$ cat src/rtl/procfilt_pkg.sv
// Shared control-word layout and MEM-stage FSM encoding for the processor pipeline.
package procfilt_pkg;

    localparam int CTRL_W      = 17;
    localparam int CTRL_REG_WR = 0;
    localparam int CTRL_MEM_RD = 3;
    localparam int CTRL_MEM_WR = 4;

    typedef logic [CTRL_W-1:0] ctrl_t;

    typedef enum logic {
        ST_IDLE = 1'b0,
        ST_WAIT = 1'b1
    } mem_state_t;

endpackage

$ cat src/rtl/mem_access_stage.sv
// MEM pipeline stage: issues req/ack data-memory accesses, stalls upstream while
// one is outstanding, and registers write-back results. Optional: MEM_TIMEOUT_EN.
import procfilt_pkg::*;

module mem_access_stage #(
    parameter int ADDR_W      = 16,
    parameter int TIMEOUT_CYC = 64
) (
    input  logic              clk,
    input  logic              rst,
    input  logic              i_valid,
    input  logic [CTRL_W-1:0] i_ctrl,
    input  logic [31:0]       i_srcReg,
    input  logic [3:0]        i_srcRegDir,
    input  logic [31:0]       i_alu,
    input  logic [31:0]       i_Robj,
    output logic              o_stall,
    output logic              mem_req,
    output logic              mem_we,
    output logic [ADDR_W-1:0] mem_addr,
    output logic [31:0]       mem_wdata,
    input  logic              mem_ack,
    input  logic [31:0]       mem_rdata,
    output logic              o_valid,
    output logic [CTRL_W-1:0] o_ctrl,
    output logic [31:0]       o_wbData,
    output logic [3:0]        o_srcRegDir,
    output logic [31:0]       o_Robj,
    output logic              o_err
);

    mem_state_t  state;
    logic        memop;
    logic        timeout_hit;
    ctrl_t       ctrl_q;
    ctrl_t       ctrl_err;
    logic [3:0]  dir_q;
    logic [31:0] robj_q;
    logic [31:0] alu_q;

    assign memop = i_valid & (i_ctrl[CTRL_MEM_RD] | i_ctrl[CTRL_MEM_WR]);

    // NOTE: o_stall is decoded from the current state and inputs only, so the
    // hazard is visible to upstream in the same cycle the memop appears.
    assign o_stall = ((state == ST_IDLE) & memop)
                   | ((state == ST_WAIT) & ~mem_ack & ~timeout_hit);

    // An aborted access must not be allowed to write the register file.
    always_comb begin
        ctrl_err              = ctrl_q;
        ctrl_err[CTRL_REG_WR] = 1'b0;
    end

`ifdef MEM_TIMEOUT_EN
    localparam int CNT_W = (TIMEOUT_CYC > 1) ? $clog2(TIMEOUT_CYC) : 1;

    logic [CNT_W-1:0] wait_cnt;

    assign timeout_hit = (state == ST_WAIT) & (wait_cnt == CNT_W'(TIMEOUT_CYC - 1));

    always_ff @(posedge clk) begin
        if (rst) begin
            wait_cnt <= '0;
            o_err    <= 1'b0;
        end else begin
            o_err    <= timeout_hit & ~mem_ack;
            wait_cnt <= (state == ST_WAIT) ? wait_cnt + 1'b1 : '0;
        end
    end
`else
    assign timeout_hit = 1'b0;
    assign o_err       = 1'b0;
`endif

    // NOTE: every register here is a flop updated with <=; reading any of them
    // in this block sees the value from before the current edge.
    always_ff @(posedge clk) begin
        if (rst) begin
            state       <= ST_IDLE;
            mem_req     <= 1'b0;
            mem_we      <= 1'b0;
            mem_addr    <= '0;
            mem_wdata   <= '0;
            o_valid     <= 1'b0;
            o_ctrl      <= '0;
            o_wbData    <= '0;
            o_srcRegDir <= '0;
            o_Robj      <= '0;
            ctrl_q      <= '0;
            dir_q       <= '0;
            robj_q      <= '0;
            alu_q       <= '0;
        end else begin
            o_valid <= 1'b0;
            unique case (state)
                ST_IDLE: begin
                    if (memop) begin
                        mem_req   <= 1'b1;
                        mem_we    <= i_ctrl[CTRL_MEM_WR];
                        mem_addr  <= i_alu[ADDR_W-1:0];
                        mem_wdata <= i_srcReg;
                        ctrl_q    <= i_ctrl;
                        dir_q     <= i_srcRegDir;
                        robj_q    <= i_Robj;
                        alu_q     <= i_alu;
                        state     <= ST_WAIT;
                    end else if (i_valid) begin
                        o_valid     <= 1'b1;
                        o_ctrl      <= i_ctrl;
                        o_wbData    <= i_alu;
                        o_srcRegDir <= i_srcRegDir;
                        o_Robj      <= i_Robj;
                    end
                end
                ST_WAIT: begin
                    if (mem_ack) begin
                        mem_req     <= 1'b0;
                        o_valid     <= 1'b1;
                        o_ctrl      <= ctrl_q;
                        o_wbData    <= mem_we ? alu_q : mem_rdata;
                        o_srcRegDir <= dir_q;
                        o_Robj      <= robj_q;
                        state       <= ST_IDLE;
                    end else if (timeout_hit) begin
                        mem_req     <= 1'b0;
                        o_valid     <= 1'b1;
                        o_ctrl      <= ctrl_err;
                        o_wbData    <= alu_q;
                        o_srcRegDir <= dir_q;
                        o_Robj      <= robj_q;
                        state       <= ST_IDLE;
                    end
                end
                default: state <= ST_IDLE;
            endcase
        end
    end

endmodule

$ cat config.mk
export PLATFORM = sky130hd
export DESIGN_NAME = mem_access_stage
export DESIGN_NICKNAME = d
export VERILOG_FILES = /design/src/rtl/procfilt_pkg.sv /design/src/rtl/mem_access_stage.sv
export SDC_FILE = /design/constraint.sdc
export NUM_CORES = 1
export LEC_CHECK = 0
export ABC_AREA = 1
export BUFFER_PORTS_ARGS = -buffer_cell sky130_fd_sc_hd__clkbuf_2
export CAP_MARGIN = 20
export CORE_MARGIN = 10
export CORE_UTILIZATION = 52
export CTS_CLUSTER_SIZE = 30
export DETAILED_ROUTE_END_ITERATION = 7
export PLACE_DENSITY = 0.92
export SETUP_SLACK_MARGIN = 0.4
export SLEW_MARGIN = 15
export SYNTH_ARGS = -nofsm -noshare
export SYNTH_HDL_FRONTEND = slang
export SYNTH_SLANG_ARGS = --single-unit
$ cat constraint.sdc
create_clock -name clk -period 1.4 [get_ports clk]
set_input_delay 0 -clock clk [delete_from_list [all_inputs] [get_ports clk]]
set_output_delay 0 -clock clk [all_outputs]
set_load 0.02 [all_outputs]
# Word level (Yosys, flattened, before mapping)
# Cells that the tools add are included.
# W data, S select, Z words.
[totals]
regBits = 222
inputBits = 153
out_inout_bits = 138
wordCells = 55
[op_classes]
eq_ne = 4
n_mux = 27
bitwise_logic = 7
reduce_logical = 3
[ops]
columns = ["operator", "count"]
rows = [
  ["$mux W32", 7],
  ["$pmux W32 S2", 2],
  ["$mux W17", 3],
  ["$pmux W17 S2", 1],
  ["$mux W4", 3],
  ["$ne A2 B2 Y1 const B", 4],
  ["$pmux W4 S2", 1],
  ["$mux W1", 7],
  ["$pmux W1 S2", 3],
  ["$reduce_and A2 Y1", 2],
  ["$and A1 B1 Y1", 3],
  ["$reduce_and A3 Y1", 1],
  ["$not A1 Y1", 2],
  ["$or A1 B1 Y1", 2],
]

# Depth between registers and ports, before layout
[depth]
word_depth = 4
depth_mapped = 9

# Worst setup path before layout
# No wires, ideal clock.
[synth_path]
kind = "reg-to-reg"
start = "reg ctrl_q[4] (netlist name)"
end = "reg o_wbData[10]"
setup_time_ns = 0.112
arrival_ns = 1.236
path_slack_ns = 0.052
stages_incl_launch_ff = 8
path_buffers = 2
cell_sequence = "dfxtp_1 > clkbuf_1 > clkbuf_1 > nand2_1 > nand3_1 > nand2_1 > nor2_1 > nor2_1"
[synth_rtl]
columns = ["element", "line_no", "rtl"]
rows = [
  ["end signal, assigned", "mem_access_stage.sv:110", "o_wbData <= i_alu;"],
  ["end signal, assigned", "mem_access_stage.sv:120", "o_wbData <= mem_we ? alu_q : mem_rdata;"],
  ["end signal, assigned", "mem_access_stage.sv:128", "o_wbData <= alu_q;"],
  ["end, declared", "mem_access_stage.sv:26", "output logic [31:0] o_wbData,"],
]

# Worst setup path in the final report
[layout_path]
start = "reg state"
end = "reg o_ctrl[0]"
[layout_between]
elab_chain_cells = 3
elab_cells_between_ends = 6
cone_classes = "eq/ne (3); mux (1); bitwise (1); reduce/logical (1)"
[layout_rtl]
columns = ["element", "line_no", "rtl"]
rows = [
  ["start, declared", "mem_access_stage.sv:32", "mem_state_t state;"],
  ["start signal, assigned", "mem_access_stage.sv:79", "state <= ST_IDLE;"],
  ["start signal, assigned", "mem_access_stage.sv:106", "state <= ST_WAIT;"],
  ["start signal, assigned", "mem_access_stage.sv:123", "state <= ST_IDLE;"],
  ["$not A1 Y1 (no line)", "--", ""],
  ["$ne A2 B2 Y1 (no line)", "--", ""],
  ["$reduce_and A3 Y1 (no line)", "--", ""],
  ["end signal, assigned", "mem_access_stage.sv:109", "o_ctrl <= i_ctrl;"],
  ["end signal, assigned", "mem_access_stage.sv:119", "o_ctrl <= ctrl_q;"],
  ["end signal, assigned", "mem_access_stage.sv:127", "o_ctrl <= ctrl_err;"],
  ["end, declared", "mem_access_stage.sv:25", "output logic [CTRL_W-1:0] o_ctrl,"],
]
# Parallel ways exist; a longest one is shown, timed or not.
# A chain may end at the register's enable or synchronous reset.

==> metrics list <==
* Number of inserted filler cells in the final layout: 926
- Weighted congestion reported at the end of routability-driven placement: 0.8537
- Total number of H-tree levels: 1
* Syn_area_per_cell: 6.302 um2
- Final max-slew violation count: 0
* Setup violators final: 25
* Critical Path Sink: o_ctrl[0]$_SDFFE_PP0P_
- At the end of the flow the core is filled with cells to 0.8298.
- The routed layout has approximately 12000 vias.
- Top cell type by total area after synthesis: dfxtp_1
- CTS tree: yes
- Drt first pass iters: 7
- Clock edge transition at the registers on the reported setup and hold paths: about 0.070 ns
- Setup total negative slack: -0.4313 ns
* Critical-path cell list: buf_6, nand2_4, inv_2, a21oi_4, buf_12, buf_16, nor2_2, nor2_2
- In this run the worst path has a maximum fanout of 18.
- PnR worst setup slack: -0.06381 ns
- Between clock sinks in the finished design, the worst skew comes to 0.01084 ns.
* Flop2flop setup slack: -0.06 ns
- Highest achievable clock rate: 683.1 MHz
- The floorplan step defined a die boundary enclosing between 20000 and 25000 um2.
- The number of nets in the synthesized netlist is 1653.
- Category of the worst setup path capture point: flip-flop
- The number of placed instances, taps included, is 1930.
- Once detailed placement completed, the half-perimeter wirelength came to 20280 um.
* Hold Buf Count CTS: 150
- Count of mapped cells out of synthesis: 1500
* Count of placed standard cells in the final layout, fillers left out: 2173
- Count of unresolved DRC violations after routing: 1
* CTS sink count: 205
* Number of vias per cell after detailed routing: roughly 5.7
- In the finished design, the share of the clock period the worst path needs comes to 1.046.
* Net total in the final layout: slightly above 2000
- Area of the multi-input gates: 4702 um2
* Antenna violations before repair: 4
- Critical Path RT: 1.82 ns
* Mapped Area: 9453 um2
- Port buffering added 289 buffers.
* First-pass GRT wire length: 62510 um
- Clock network latency to the later pin of the worst-skew pair: 0.51 ns
* Overflow left after global routing: 0
- Result of the run: complete, but fails checks
- Worst hold-check slack: -0.05530 ns
- Crit Path Class: reg -> reg
* Synthesis-stage register bit count: between 200 and 250
- After detailed routing, the total wire length is 46000 um.
- In this run the static leakage power is about 0.0075 uW.
* Area grow syn2layout: 57.15%
- Beginning of the critical path: state$_SDFF_PP0_
* Detail Route Antenna Nets: 0
- The initialized floorplan defines 49 standard-cell rows.
* Kind of path behind the tightest hold check: in -> reg
- In the final layout, the share of cells above drive strength 1 is 0.2696.
* TritonCTS buffer count: 22
* Total number of yosys warnings: 0
- Effective utilization at floorplan: 0.5280
* Number of hold-slack violations in the final timing report: 1
- In the final routed layout, each cell accounts on average for approximately 21 um.
- Number of global-route vias before repair: 11950
- The checks that failed: DRC, hold timing, setup timing.
- Storage cell area: 4109 um2
- Among the stages of the critical path, the cell type that occurs most often is nor2_2.
- Clock tree synthesis selected as its root buffer the cell clkbuf_16.
- Worst setup SP type: flip-flop
- Final critical-path required period: 1.464 ns
- The die is 154.8 um wide.
- No sink is reached through more buffers than the 3 on the longest clock path.
- Maximum single-stage delay on the critical path: ~0.38 ns
- Of the post-synthesis cell area, the dominant cell type holds 0.4341.
* Number of different library cells in the post-synthesis netlist: 22
- In this run the vertical extent of the chip is between 150 and 200 um.
* Core ar.: 17900 um2
- For the worst flop-to-flop path, the logic depth is 8.
- Number of I/O pins: just under 300
* RR Startpoint: state$_SDFF_PP0_
- The largest individual stage delay along the critical path comes from the cell dfxtp_4.
- The share of the Yosys chip area taken by registers is 0.4341.
- Leading post-synthesis cells by cell area: dfxtp_1, nor2_1, nand2_1
* Maximum number of pins on one net before global-route repair: 60
* Violation count after the first detailed-routing iteration: 1534
- Overall Global Routing Usage: 0.3157
- VDD sags by at most roughly 1.3 mV.
* Reported max-cap violation count: 0
- In this run the power density over the cells is about 1200 nW/um2.
* RSZ-0062 raised after global routing: yes
- R2r endpoint: o_ctrl[0]$_SDFFE_PP0P_
- Signal arrival time at the worst endpoint: 1.88 ns
per-stage QoR:
step	power (uW)	area (um2)	hold slack, ns	setup WS (ns)
6_report	17300	14860	-0.05530	-0.06381
5_1_grt	17830	14860	-0.03713	-0.09304
4_1_cts	16180	13760	-0.06639	-0.03199
3_5_place_dp	9766	11030	0.2544	0.1264
3_3_place_gp	9671	11030	0.2493	0.1684
2_1_floorplan	8746	9528	0.06165	0.1871
kinds of logic (layout without fill, tap and decap cells):
family / count (synthesis) / after routing / share of synthesized area
AOI/OAI and AO/OA: 121 / 121 / 0.06446
other: 1 / 5 / 0.0003967
buffers and inverters: 273 / 713 / 0.1256
and+or+nand+nor: 900 / 900 / 0.3754
DFF: 205 / 205 / 0.4341
power by group:
group	leakage (uW)	switching, uW	total [uW]	internal, uW
Sequential	0.00169	401	6740	6340
Clock	0.000351	2510	5990	3470
Combinational	0.00549	2680	4570	1890
Total	0.00754	5590	17300	11700
repair_timing:
| item | 4_1_cts | 5_1_grt |
|---|---|---|
| setup endpoints to repair | 339 | 342 |
| gates cloned | 8 | 22 |
| pin swaps | 4 | 31 |
| buffers inserted | 14 | 5 |
| hold endpoints to repair | 205 | 1 |
| resized for setup | 50 | 214 |
registers in the layout, indices dropped and copies added, names as in the netlist, 4 cells and up:
register and cells:
ctrl_q 17, o_Robj 32, o_ctrl 17, mem_wdata 32, robj_q 32, mem_addr 15, dir_q 4, o_wbData 32
alu_q 17, o_srcRegDir 4
worst min-delay path by stage:
stage,to,cells after the start,startpoint,slack (ns)
finish,state$_SDFF_PP0_,4,mem_ack,-0.06
global route,state$_SDFF_PP0_,4,mem_ack,-0.04
detailed placement,mem_wdata[25]$_SDFFE_PP0P_,3,i_srcReg[25],0.25
global placement,mem_wdata[27]$_SDFFE_PP0P_,3,i_srcReg[27],0.25
CTS,state$_SDFF_PP0_,4,mem_ack,-0.07
floorplan,ctrl_q[4]$_SDFFE_PP0P_,1,rst,0.06
layout make-up:
cell class / count / share of cell area
flip-flops and latches: 205 / 0.2766
multi-input cells: 1022 / 0.3165
well taps: 229 / 0.01929
clock inverters: 4 / 0.003201
diodes: 4 / 0.0006738
repair buffers: 515 / 0.2946
clock buffers: 36 / 0.04540
repair inverters: 2 / 0.002190
inverters: 156 / 0.04152
Yosys cell counts:
master,count
nor2_1,401
o21ai_0,114
nand2_1,378
o21ai_1,2
clkbuf_2,1
a21oi_1,4
inv_2,1
nor2_8,1
dfxtp_1,205
conb_1,1
buf_6,7
buf_1,4
nor2_2,1
or2_2,1
clkinv_2,1
a21oi_2,1
nand2_2,1
clkbuf_1,57
nand3_1,117
buf_4,19
inv_1,154
buf_2,29
layer usage:
metal / track usage / routed length (um)
met5: 0 / 0
met2: 0.5273 / 21000
met4: 0.1993 / 3852
met3: 0.08430 / 5838
met1: 0.3495 / 15300
worst max-delay path, delay by kind of cell (launching register included):
| family | cells | cell delay (ns) |
|---|---|---|
| buffers and inverters | 4 | 0.53 |
| AOI/OAI and AO/OA | 1 | 0.18 |
| and+or+nand+nor | 3 | 0.28 |
| DFF | 1 | 0.38 |
cells in the final DEF (no fill, tap or decap), types with 2 or more instances in the layout:
master and count:
dfxtp_1 203, o21ai_2 28, buf_12 19, buf_8 4, o21ai_0 54, nor2_2 47, o21ai_1 31, clkinv_2 2
inv_4 2, nand2_4 2, clkbuf_8 5, nand3_1 116, diode_2 4, inv_1 152, nor2_4 32, inv_12 2
buf_4 18, buf_6 6, o21ai_4 3, clkbuf_2 288, nor2_1 323, a21oi_1 4, clkbuf_1 8, clkbuf_16 37
buf_16 16, dlygate4sd3_1 150, nand2_1 375
Power figures use the tool's default switching activity.
